## config.mk

```make
export PLATFORM = sky130hd
export DESIGN_NAME = fetch_unit
export DESIGN_NICKNAME = d
export VERILOG_FILES = /design/src/rtl/fetch_unit.sv
export SDC_FILE = /design/constraint.sdc
export NUM_CORES = 1
export LEC_CHECK = 0
export CELL_PAD_IN_SITES_DETAIL_PLACEMENT = 1
export CELL_PAD_IN_SITES_GLOBAL_PLACEMENT = 1
export CORE_MARGIN = 2
export CORE_UTILIZATION = 39
export CTS_BUF_LIST = sky130_fd_sc_hd__clkbuf_4
export DETAILED_ROUTE_END_ITERATION = 8
export PLACE_DENSITY = 0.85
export SYNTH_ARGS = -nofsm -noshare
export SYNTH_HDL_FRONTEND = slang
export SYNTH_SLANG_ARGS = --single-unit
```

## constraint.sdc

```tcl
create_clock -name clk -period 2.12 [get_ports clk]
set_input_delay 0.318 -clock clk [delete_from_list [all_inputs] [get_ports clk]]
set_output_delay 0.318 -clock clk [all_outputs]
set_load 0.02 [all_outputs]
```

## src/rtl/fetch_unit.sv

```systemverilog
// fetch_unit: instruction fetch FSM feeding a small instruction buffer, with head decode.
// Define FETCH_PREFETCH_EN for a 2-deep buffer (prefetch while stalled); default depth is 1.
module fetch_unit #(
    parameter logic [31:0] RESET_PC = 32'h0000_0000
) (
    input  logic        clk,
    input  logic        rst,
    output logic        imem_req,
    output logic [31:0] imem_addr,
    input  logic        imem_ack,
    input  logic [31:0] imem_rdata,
    input  logic        redirect,
    input  logic [31:0] redirect_pc,
    input  logic        stall,
    output logic        inst_valid,
    output logic [31:0] inst,
    output logic [31:0] inst_pc,
    output logic [4:0]  opcode,
    output logic [2:0]  func3,
    output logic [6:0]  func7,
    output logic        illegal
);
`ifdef FETCH_PREFETCH_EN
    localparam int DEPTH = 2;
`else
    localparam int DEPTH = 1;
`endif

    typedef enum logic [1:0] {IDLE, FETCH, WAIT, FLUSH} state_t;

    state_t      state_q, state_d;
    logic [31:0] fetch_pc_q, fetch_pc_d;
    logic [31:0] req_addr_q, req_addr_d;
    logic [1:0]  count_q, count_d;
    logic [31:0] buf_inst_q [2];
    logic [31:0] buf_inst_d [2];
    logic [31:0] buf_pc_q [2];
    logic [31:0] buf_pc_d [2];
    logic        pending, issue, push, pop;
    logic [1:0]  wr_idx;
    logic [31:0] target;

    always_ff @(posedge clk or negedge rst) begin
        if (!rst) state_q <= IDLE;
        else      state_q <= state_d;
    end

    // An ack coinciding with a redirect in WAIT completes the request, so no FLUSH is needed.
    always_comb begin
        state_d = state_q;
        case (state_q)
            IDLE:    state_d = FETCH;
            FETCH:   state_d = issue ? WAIT : FETCH;
            WAIT:    state_d = imem_ack ? FETCH : (redirect ? FLUSH : WAIT);
            FLUSH:   state_d = imem_ack ? FETCH : FLUSH;
            default: state_d = IDLE;
        endcase
    end

    always_comb begin
        pending   = (state_q == WAIT) || (state_q == FLUSH);
        issue     = (state_q == FETCH) && !redirect && (({1'b0, count_q} + {2'b00, pending}) < 3'(DEPTH));
        imem_req  = issue || pending;
        imem_addr = pending ? req_addr_q : fetch_pc_q;
    end

    always_comb begin
        inst_valid = (count_q != 2'd0) && !redirect;
        inst       = inst_valid ? buf_inst_q[0] : 32'd0;
        inst_pc    = inst_valid ? buf_pc_q[0] : 32'd0;
        opcode     = inst[6:2];
        func3      = inst[14:12];
        func7      = inst[31:25];
        illegal    = inst_valid && (inst[1:0] != 2'b11);
    end

    // Head lives in entry 0; a pop shifts entry 1 down before the new word lands behind it.
    always_comb begin
        target      = redirect_pc & ~32'h3;
        pop         = inst_valid && !stall;
        push        = (state_q == WAIT) && imem_ack && !redirect && ((count_q != 2'(DEPTH)) || pop);
        wr_idx      = count_q - {1'b0, pop};
        fetch_pc_d  = redirect ? target : (push ? req_addr_q + 32'd4 : fetch_pc_q);
        req_addr_d  = issue ? fetch_pc_q : req_addr_q;
        count_d     = redirect ? 2'd0 : count_q + {1'b0, push} - {1'b0, pop};
        buf_inst_d[0] = (push && wr_idx == 2'd0) ? imem_rdata : (pop ? buf_inst_q[1] : buf_inst_q[0]);
        buf_pc_d[0]   = (push && wr_idx == 2'd0) ? req_addr_q : (pop ? buf_pc_q[1] : buf_pc_q[0]);
        buf_inst_d[1] = (push && wr_idx == 2'd1) ? imem_rdata : buf_inst_q[1];
        buf_pc_d[1]   = (push && wr_idx == 2'd1) ? req_addr_q : buf_pc_q[1];
    end

    always_ff @(posedge clk or negedge rst) begin
        if (!rst) begin
            fetch_pc_q <= RESET_PC;
            req_addr_q <= RESET_PC;
            count_q    <= 2'd0;
            buf_inst_q <= '{default: 32'd0};
            buf_pc_q   <= '{default: 32'd0};
        end else begin
            fetch_pc_q <= fetch_pc_d;
            req_addr_q <= req_addr_d;
            count_q    <= count_d;
            buf_inst_q <= buf_inst_d;
            buf_pc_q   <= buf_pc_d;
        end
    end
endmodule

```

==> impl_metrics.json, run 1 <==
{
  "outcome": "complete, but fails checks",
  "failed_checks": "setup timing",
  "met1_usage_pct": 29.0,
  "clk_latency_ps": 600,
  "route.detailed.drc": 0,
  "ir_drop_mv": 0.664,
  "cp_data_arrival_time_ps": 1950,
  "min_path_type": "in -> async",
  "period_minus_slack_ps": 2270,
  "synth_top_family_by_area": "multiplexers",
  "dr.first_iter.drc_count": 440,
  "cts_buffer_depth": 2,
  "required_ps": 1800,
  "placed_area_um2": 12100,
  "htree_levels": 4,
  "via_per_inst": 5.47,
  "synthXorXnorAreaFrac_pct": 2.80,
  "num_io_pins": 183,
  "syn_area_um2": 9680,
  "syn_to_final_growth_pct": 43.4,
  "drv_slew": 0,
  "setup_ws_ps": -150,
  "yosysWarningCount": 0,
  "layout-drive-gt1-share_pct": 45.1,
  "criticalPathCategory": "reg -> out",
  "synth_nets": 922,
  "cts_tree": "built",
  "cap_violations": 0,
  "wl_per_cell_um": 23.6,
  "cellLeakagePower_nw": 6.26,
  "max_freq_mhz": 440,
  "rows": 57,
  "grt-busiest-layer": "met2",
  "nets": 1155,
  "first_pass_iters": 4,
  "postSynthRegisterBits": 196,
  "hpwl_um": 18400,
  "via_count": 7769,
  "fp.dieH_um": 162,
  "multi_input_area_um2": 4850,
  "skew_ps": 29.0,
  "met2_usage_pct": 37.6,
  "finalCritPeriodShare_pct": 107,
  "synthAdderAreaFrac_pct": 0.646,
  "synth-compound-area-share_pct": 7.03,
  "place_congestion": 0.818,
  "yosysSeqAreaShare_pct": 50.7,
  "whs_ps": 237,
  "port_buffers": 180,
  "cts-root-buf": "clkbuf_4",
  "cts.sinks": 196,
  "synth.mux.area_fraction_pct": 21.6,
  "setup_viol": 129,
  "rsz0062_at_grt": "yes",
  "hold_violations": 0,
  "start_util_pct": 39.8,
  "grt_use_met3_pct": 4.16,
  "start_kind": "flip-flop",
  "slew-limit-headroom_pct": 58.2,
  "fin_area_um2": 13900,
  "mostFrequentLayoutCells": "196 x dfrtp_1, 132 x buf_6, 70 x mux2_2",
  "synth_area_per_cell_um2": 11.4,
  "synth_cell_types": 46,
  "regArea_um2": 4900,
  "wl_um": 33400,
  "grt_util_all_layers_pct": 22.0,
  "power_density_nw_per_um2": 969,
  "layout_commonest_cell": "dfrtp_1",
  "grt_pass1_vias": 7976,
  "synth-async-reset-ratio_pct": 100,
  "worstMarginPinSlew_ps": 627,
  "antenna_left": 0,
  "cp-end-kind": "primary output",
  "grt_pass1_wl_um": 44700,
  "synth-edff-count": 0,
  "worstPathMaxFanout": 7,
  "grt-ovfl-total": 0,
  "die_w_um": 162,
  "core-area_um2": 24300,
  "cts_buffers": 17,
  "antenna_found_initial": 1,
  "fillers": 2435,
  "die_area_um2": 26100,
  "grt_max_degree": 63,
  "syn_inst": 848,
  "final_util_pct": 57.1,
  "clk_pin_slew_ps": 160,
  "synth-main-ff-cell": "dfrtp_1",
  "yosys.area_share.simple_pct": 12.3
}
flip-flops by register name, indices dropped and copies added, names as in the netlist:
register    cells
fetch_pc_q     32
count_q         2
state_q         2
req_addr_q     32
buf_pc_q       64
buf_inst_q     64
logic make-up (layout without fill, tap and decap cells):
logic type,count (synthesis),in the layout
compound gates,113,113
xor+xnor,31,31
fa+ha+maj,5,5
buf+inv,84,330
flops,196,196
mux,193,193
other cells,0,1
simple gates,226,226
critical path, stage by stage (launching register included):
cell and delay, ps:
dfrtp_1 440, nor2_4 150, nor2_4 60, buf_6 140, buf_12 120, clkbuf_16 160, and2_4 170, buf_6 130
power by group:
part / internal (mW) / switching (mW)
Clock: 0.489 / 1.42
Combinational: 3.07 / 2.61
Sequential: 4.77 / 1.10
Yosys cell counts, types with 2 or more instances:
| master | n | area (um^2) |
|---|---|---|
| dfrtp_1 | 196 | 4900 |
| mux2_2 | 116 | 1310 |
| nor2_1 | 76 | 285 |
| a21oi_1 | 65 | 325 |
| mux2i_1 | 65 | 651 |
| and2_1 | 64 | 400 |
| nand2_1 | 37 | 139 |
| clkbuf_1 | 28 | 105 |
| buf_4 | 20 | 150 |
| xor2_1 | 20 | 175 |
| a22oi_1 | 15 | 113 |
| nand3_1 | 15 | 75.1 |
| buf_2 | 14 | 70.1 |
| mux2_1 | 12 | 135 |
| o21ai_0 | 12 | 60.1 |
| xnor2_1 | 11 | 96.3 |
| buf_6 | 9 | 101 |
| o221ai_1 | 9 | 78.8 |
| nand4_1 | 8 | 50.1 |
| buf_1 | 6 | 22.5 |
| ha_1 | 5 | 62.6 |
| inv_1 | 5 | 18.8 |
| o21ai_1 | 5 | 25.0 |
| and3_1 | 4 | 25.0 |
| nor3_1 | 4 | 20.0 |
| nor4_1 | 3 | 18.8 |
| a221o_1 | 2 | 20.0 |
| nand3b_1 | 2 | 15.0 |
| nor4_4 | 2 | 42.5 |
| o221ai_2 | 2 | 30.0 |
worst paths after layout:
path / from / endpoint / slack (ps) / depth (start not counted)
max reg2reg: count_q[1] / buf_pc_q[49] / -100 / 12
min in group clk: redirect_pc[6] / fetch_pc_q[6] / 300 / 3
max in group asynchronous: rst / buf_pc_q[3] / 1140 / 3
max: count_q[1] / inst[4] / -150 / 7
min reg2reg: buf_inst_q[5] / buf_inst_q[5] / 530 / 1
min: rst / buf_inst_q[23] / 240 / 2
repair_timing:
item                                   4_1_cts  5_1_grt
hold buffers                                 1        0
buffers inserted                            22       16
setup endpoints to repair                  164      227
endpoints found under the hold margin       50        0
gates resized for setup                    508      358
pin swaps                                    6       37
gates cloned                                 3       15
area by class of cell:
cell class / count / share of cell area [%]
flip-flops and latches: 196 / 35.3
multi-input cells: 568 / 34.9
repair buffers: 292 / 24.9
well taps: 324 / 2.92
clock buffers: 18 / 0.973
clock inverters: 14 / 0.748
inverters: 6 / 0.198
diodes: 1 / 0.0180
metal layers:
layer / routed length, um / up-vias
li1: - / 3393
met1: 13800 / 4008
met2: 16800 / 301
met3: 1990 / 67
met4: 844 / 0
met5: 0 / -
stage by stage:
stage | total power [mW] | TNS, ps | instances | setup slack, ps
2_1_floorplan | 8.28 | 0 | 848 | 8.89
3_3_place_gp | 9.96 | -16370 | 1331 | -216
3_5_place_dp | 10.2 | -22040 | 1331 | -304
4_1_cts | 12.2 | -7740 | 1389 | -192
5_1_grt | 14.1 | -25210 | 1419 | -228
6_report | 13.5 | -6370 | 1419 | -150
Note: power is estimated with default switching activity, not from simulation.
==> inputs of run 2 (changes only) <==
Settings changed: ABC_CLOCK_PERIOD_IN_PS from default to 2120.
==> results of run 2 <==
Same layout as run 1: the final DEF is identical, and so are final timing and power.
==> patch 1: new RTL, settings of run 1 <==
Make the reset (`rst`) synchronous in 2 clocked blocks.
--- a/src/rtl/fetch_unit.sv
+++ b/src/rtl/fetch_unit.sv
@@ -40,7 +40,7 @@
     logic [1:0]  wr_idx;
     logic [31:0] target;
 
-    always_ff @(posedge clk or negedge rst) begin
+    always_ff @(posedge clk) begin
         if (!rst) state_q <= IDLE;
         else      state_q <= state_d;
     end
@@ -89,7 +89,7 @@
         buf_pc_d[1]   = (push && wr_idx == 2'd1) ? req_addr_q : buf_pc_q[1];
     end
 
-    always_ff @(posedge clk or negedge rst) begin
+    always_ff @(posedge clk) begin
         if (!rst) begin
             fetch_pc_q <= RESET_PC;
             req_addr_q <= RESET_PC;
Check against the original RTL: differs if rst is asserted again (counterexample within 4 cycles, from zero or initial values and one cycle with rst low); with rst held inactive, the same outputs for 10 cycles.
==> patch 1 against run 1 <==
- sequential cell count unchanged
- utilization fell by 1.9 points
- wire length rose by 6.4%
- synthesized area shrank 3.9%
- the run still ends with setup timing left
- worst setup slack got worse by 0.10 ns
- cell area is 6.6% lower
Power is not compared: it rests on default switching activity, and its combinational part moved more than twofold at a synthesized area within 25%.
==> patch 1: results (changes against run 1) <==
[metrics] length in cells of the worst reg-to-reg path: 11 (was 12)
[metrics] wire length on met2: 17900 um (was 16800 um)
[metrics] final count of negative-setup-slack endpoints: 200 (was 129)
[metrics] Top Registers: buf_inst_q: 64 flops, buf_pc_q: 64 flops (unchanged)
[metrics] worst r2r src: count_q[0] (was count_q[1])
[metrics] final routed wirelength across all metal layers: 35600 um (was 33400 um)
[metrics] leading post-synthesis cells by instance count: sky130_fd_sc_hd__nand2_1, sky130_fd_sc_hd__dfxtp_1, sky130_fd_sc_hd__a21oi_1, sky130_fd_sc_hd__nor2_1, sky130_fd_sc_hd__clkbuf_1 (was sky130_fd_sc_hd__dfrtp_1, sky130_fd_sc_hd__mux2_2, sky130_fd_sc_hd__nor2_1, sky130_fd_sc_hd__a21oi_1, sky130_fd_sc_hd__mux2i_1)
[metrics] Met3 Routed Length: 1890 um (was 1990 um)
[metrics] GR met2 Demand/Resource: 41.5% (was 37.6%)
[metrics] signal arrival time at the worst endpoint: 2.88 ns (was 1.95 ns)
[metrics] distinct cell type count after synthesis: 43 (was 46)
[metrics] CP Max Fanout: 8 (was 7)
[metrics] antenna violations before repair: 2 (was 1)
[metrics] met3 Resource Use GR: 4.14% (was 4.16%)
[metrics] overall track demand over capacity in global routing: 23.7% (was 22.0%)
[metrics] fraction of registers with async set/reset: 0% (was 100%)
[metrics] Detailed Routing Iterations Pass 1: 5 (was 4)
[metrics] worst slack on hold paths: 0.287 ns (was 0.237 ns)
[metrics] worst setup path category: flip-flop to flip-flop (was flip-flop to primary output)
[metrics] main area contributors after synthesis: sky130_fd_sc_hd__dfxtp_1, sky130_fd_sc_hd__nand2_1, sky130_fd_sc_hd__mux2i_1 (was sky130_fd_sc_hd__dfrtp_1, sky130_fd_sc_hd__mux2_2, sky130_fd_sc_hd__mux2i_1)
[metrics] part of the Yosys area used for sequential elements: 42.2% (was 50.7%)
[metrics] number of global-route vias before repair: 9097 (was 7976)
[metrics] wire length of the first global-routing pass: 47000 um (was 44700 um)
[metrics] worst clock skew: 0.0256 ns (was 0.0290 ns)
[metrics] Mapped Nets: 1192 (was 922)
[metrics] kind of cell adding the most delay to the critical path: simple AND/OR/NAND/NOR gates (was buffers and inverters)
[metrics] Iter 0 DRT Violations: 638 (was 440)
[metrics] hpwl dp: 20100 um (was 18400 um)
[metrics] Setup WS post-layout: -0.250 ns (was -0.150 ns)
[metrics] weighted congestion at the end of routability-driven global placement: 0.831 (was 0.818)
[metrics] violated checks: setup timing (unchanged)
[metrics] routed metal-1 wire length: 14800 um (was 13800 um)
[metrics] result of the run: finished with violations (unchanged)
[metrics] CP max stage delay: 0.41 ns (was 0.44 ns)
[metrics] HP Class: input pin to flip-flop (was input pin to async pin)
[metrics] crit path max-delay cell type: sky130_fd_sc_hd__dfxtp_4 (was sky130_fd_sc_hd__dfrtp_1)
[metrics] post-route setup TNS: -18.27 ns (was -6.37 ns)
[metrics] ratio of cells with drive above 1 in the final layout: 29.0% (was 45.1%)
[metrics] Global Route met1 Usage: 29.9% (was 29.0%)
[metrics] nets: 1400 (was 1155)
patch 1: cell count changes after synthesis, sizes merged, moves of 7 or more:
cell           run 1  this run
nand2             38       216
and4               1         8
clkbuf            29        75
xor2              20         6
nor3b              1         8
dfrtp            196         0
a21oi             65       124
a211oi             1        64
mux2             128        35
o221ai            11         1
nand3             17        10
dfxtp              0       196
patch 1: power groups by stage:
| stage | Combinational (mW) | Sequential [mW] | Clock, mW |
|---|---|---|---|
| 2_1_floorplan | 0.348 | 3.87 | 0 |
| 6_report | 0.837 | 3.82 | 2.01 |
| 3_5_place_dp | 0.710 | 3.89 | 0 |
| 4_1_cts | 0.736 | 3.81 | 2.05 |
| 3_3_place_gp | 0.694 | 3.89 | 0 |
| 5_1_grt | 0.879 | 3.83 | 2.20 |
patch 1: area by class of cell:
class / count / area, um^2
clock inverter: 15 / 146
sequential: 196 / 3940
multi-input combinational: 795 / 5120
clock buffer: 17 / 128
inverter: 8 / 35.0
antenna: 1 / 2.50
tap: 319 / 399
timing repair buffer: 308 / 3200
fill: 2710 / 10500
patch 1: kinds of logic after synthesis:
family / Yosys count / share of synthesized area [%]
muxes: 99 / 11.1
DFF: 196 / 42.2
adders and majority gates: 5 / 0.672
buffers and inverters: 127 / 6.86
and+or+nand+nor: 434 / 21.5
xor gates and xnor gates: 22 / 2.07
AOI/OAI and AO/OA: 235 / 15.6
patch 1: through the flow:
step	instance area, um^2	setup WS, ns	instances	power, mW
floorplan	9400	0.0113	1118	4.21
global placement	11700	-0.219	1578	4.58
detailed placement	11700	-0.277	1578	4.60
CTS	11900	-0.220	1623	6.59
global route	13000	-0.304	1659	6.90
finish	13000	-0.250	1659	6.66
patch 1: what timing repair did:
action,in CTS,in global routing
gates resized for setup,494,163
pin swaps,5,56
setup buffers,11,14
setup endpoints to repair,113,284
gates cloned,2,22
==> patch 2: new RTL, config.mk and constraints of run 1 <==
Made on the original files. Build with the macro `FETCH_PREFETCH_EN` defined.
--- a/src/rtl/fetch_unit.sv
+++ b/src/rtl/fetch_unit.sv
@@ -1,5 +1,7 @@
 // fetch_unit: instruction fetch FSM feeding a small instruction buffer, with head decode.
 // Define FETCH_PREFETCH_EN for a 2-deep buffer (prefetch while stalled); default depth is 1.
+`define FETCH_PREFETCH_EN
+
 module fetch_unit #(
     parameter logic [31:0] RESET_PC = 32'h0000_0000
 ) (
Function: changed (Yosys sat finds a counterexample within 4 cycles, from zero or initial values and one cycle with rst low).
==> patch 2 against run 1 <==
- synthesized area decreased by 0.63%
- the run still ends with setup timing left
- total power down 7.6%
- sequential share of layout area is 0.16 points higher
- global-route usage increased by 0.15 points
- sequential cell count unchanged
- cell area shrank 0.37%
- non-clock buffer count is 17 lower
- register-to-register slack worse by 0.05 ns
- highest routed layer unchanged
- fmax about the same
- count of clock-buffer cells in the layout is the same
- clock power up 14%
- wire length fell by 1.7%
- worst setup slack better by 0.0018 ns
- cell count down 1.4%
==> patch 2: results (changes against run 1) <==
[metrics] Final clock-cell share: 2.12% (was 1.72%)
[metrics] maximum number of pins on one net before global-route repair: 62 (was 63)
[metrics] result of the run: finished with violations (unchanged)
[metrics] number of setup buffers added after CTS: 15 (was 22)
[metrics] Setup WS post-layout: -0.148 ns (was -0.150 ns)
[metrics] distinct cell type count after synthesis: 40 (was 46)
[metrics] xor/xnor share of the synthesized area: 2.82% (was 2.80%)
[metrics] crit path max-delay cell type: sky130_fd_sc_hd__or3b_4 (was sky130_fd_sc_hd__dfrtp_1)
[metrics] synthesized-area fraction occupied by ao, oa, aoi and oai cells: 7.28% (was 7.03%)
[metrics] violated checks: setup timing (unchanged)
[metrics] clock transition time at the flip-flop clock pins of the worst setup and hold paths: 0.20 ns (was 0.16 ns)
[metrics] overall track demand over capacity in global routing: 22.1% (was 22.0%)
[metrics] Mapped Nets: 920 (was 922)
[metrics] ratio of cells with drive above 1 in the final layout: 45.1% (about the same)
[metrics] worst clock skew: 0.0314 ns (was 0.0290 ns)
[metrics] adder-cell share of the synthesized area: 0.520% (was 0.646%)
[metrics] signal arrival time at the worst endpoint: 2.76 ns (was 1.95 ns)
[metrics] CP max stage delay: 0.48 ns (was 0.44 ns)
[metrics] fraction of standard cell area in multi-input logic: 35.6% (was 34.9%)
[metrics] DR WL/cell: 23.5 um (was 23.6 um)
[metrics] wire length of the first global-routing pass: 45000 um (was 44700 um)
[metrics] worst vdd ir: 0.000464 V (was 0.000664 V)
[metrics] part of the Yosys area used for sequential elements: 51.0% (was 50.7%)
[metrics] fraction of area in registers: 35.5% (was 35.3%)
[metrics] Non-clock buffers: 275 (was 292)
[metrics] number of global-route vias before repair: 7955 (was 7976)
[metrics] multiplexer share of the synthesized area: 21.5% (was 21.6%)
[metrics] hpwl dp: 18600 um (was 18400 um)
[metrics] nets: 1134 (was 1155)
[metrics] kind of cell adding the most delay to the critical path: simple AND/OR/NAND/NOR gates (was buffers and inverters)
[metrics] count of instances resized after the clock tree is built: 584 (was 508)
[metrics] Iter 0 DRT Violations: 313 (was 440)
[metrics] Non-clock buffering overhead: 23.7% (was 24.9%)
[metrics] main area contributors after synthesis: sky130_fd_sc_hd__dfrtp_1, sky130_fd_sc_hd__mux2_2, sky130_fd_sc_hd__mux2i_1 (unchanged)
[metrics] final count of negative-setup-slack endpoints: 210 (was 129)
[metrics] multi-input gate count: 565 (was 568)
-- patch 2: cell types whose count changed after synthesis, moves of 4 or more --
cell,run 1,this run
sky130_fd_sc_hd__buf_2,14,34
sky130_fd_sc_hd__xor2_1,20,26
sky130_fd_sc_hd__xnor2_1,11,5
sky130_fd_sc_hd__nand2_1,37,29
sky130_fd_sc_hd__nand4_1,8,12
sky130_fd_sc_hd__mux2_2,116,121
sky130_fd_sc_hd__mux2_1,12,5
sky130_fd_sc_hd__and2_1,64,69
sky130_fd_sc_hd__clkbuf_1,28,16
sky130_fd_sc_hd__o21ai_0,12,18
-- patch 2: routing by layer --
metal  track usage, %  wire (um)
met3             3.80       1590
met4             6.57        683
met2             38.0      16700
met1             28.8      13900
met5                0          0
-- patch 2: where the power goes --
part	switching, mW	internal [mW]
registers	1.05	4.72
clock network	1.51	0.659
logic	2.09	2.40
-- patch 2: through the flow --
stage                     hold slack (ns)  setup TNS [ns]  instances  area (um^2)  setup WS (ns)
after floorplan                    0.0224           -1.52        847         9660        -0.0268
after global placement              0.344          -23.37       1316        11900         -0.301
after detailed placement            0.348          -27.56       1316        11900         -0.375
after CTS                           0.230          -11.85       1370        12400         -0.253
after global routing                0.226          -33.18       1399        13800         -0.229
final                               0.270          -14.05       1399        13800         -0.148
-- patch 2: final timing paths --
path                           startpoint  slack, ns  cells after the start        endpoint
hold reg to reg              buf_pc_q[13]       0.53                      1    buf_pc_q[13]
min in group clk           redirect_pc[3]       0.29                      3   fetch_pc_q[3]
setup reg to reg               count_q[1]      -0.15                     11    buf_pc_q[48]
setup / recovery               count_q[1]      -0.15                     11    buf_pc_q[48]
hold / removal                        rst       0.27                      2  buf_inst_q[17]
max in group asynchronous             rst       1.16                      3    buf_pc_q[45]
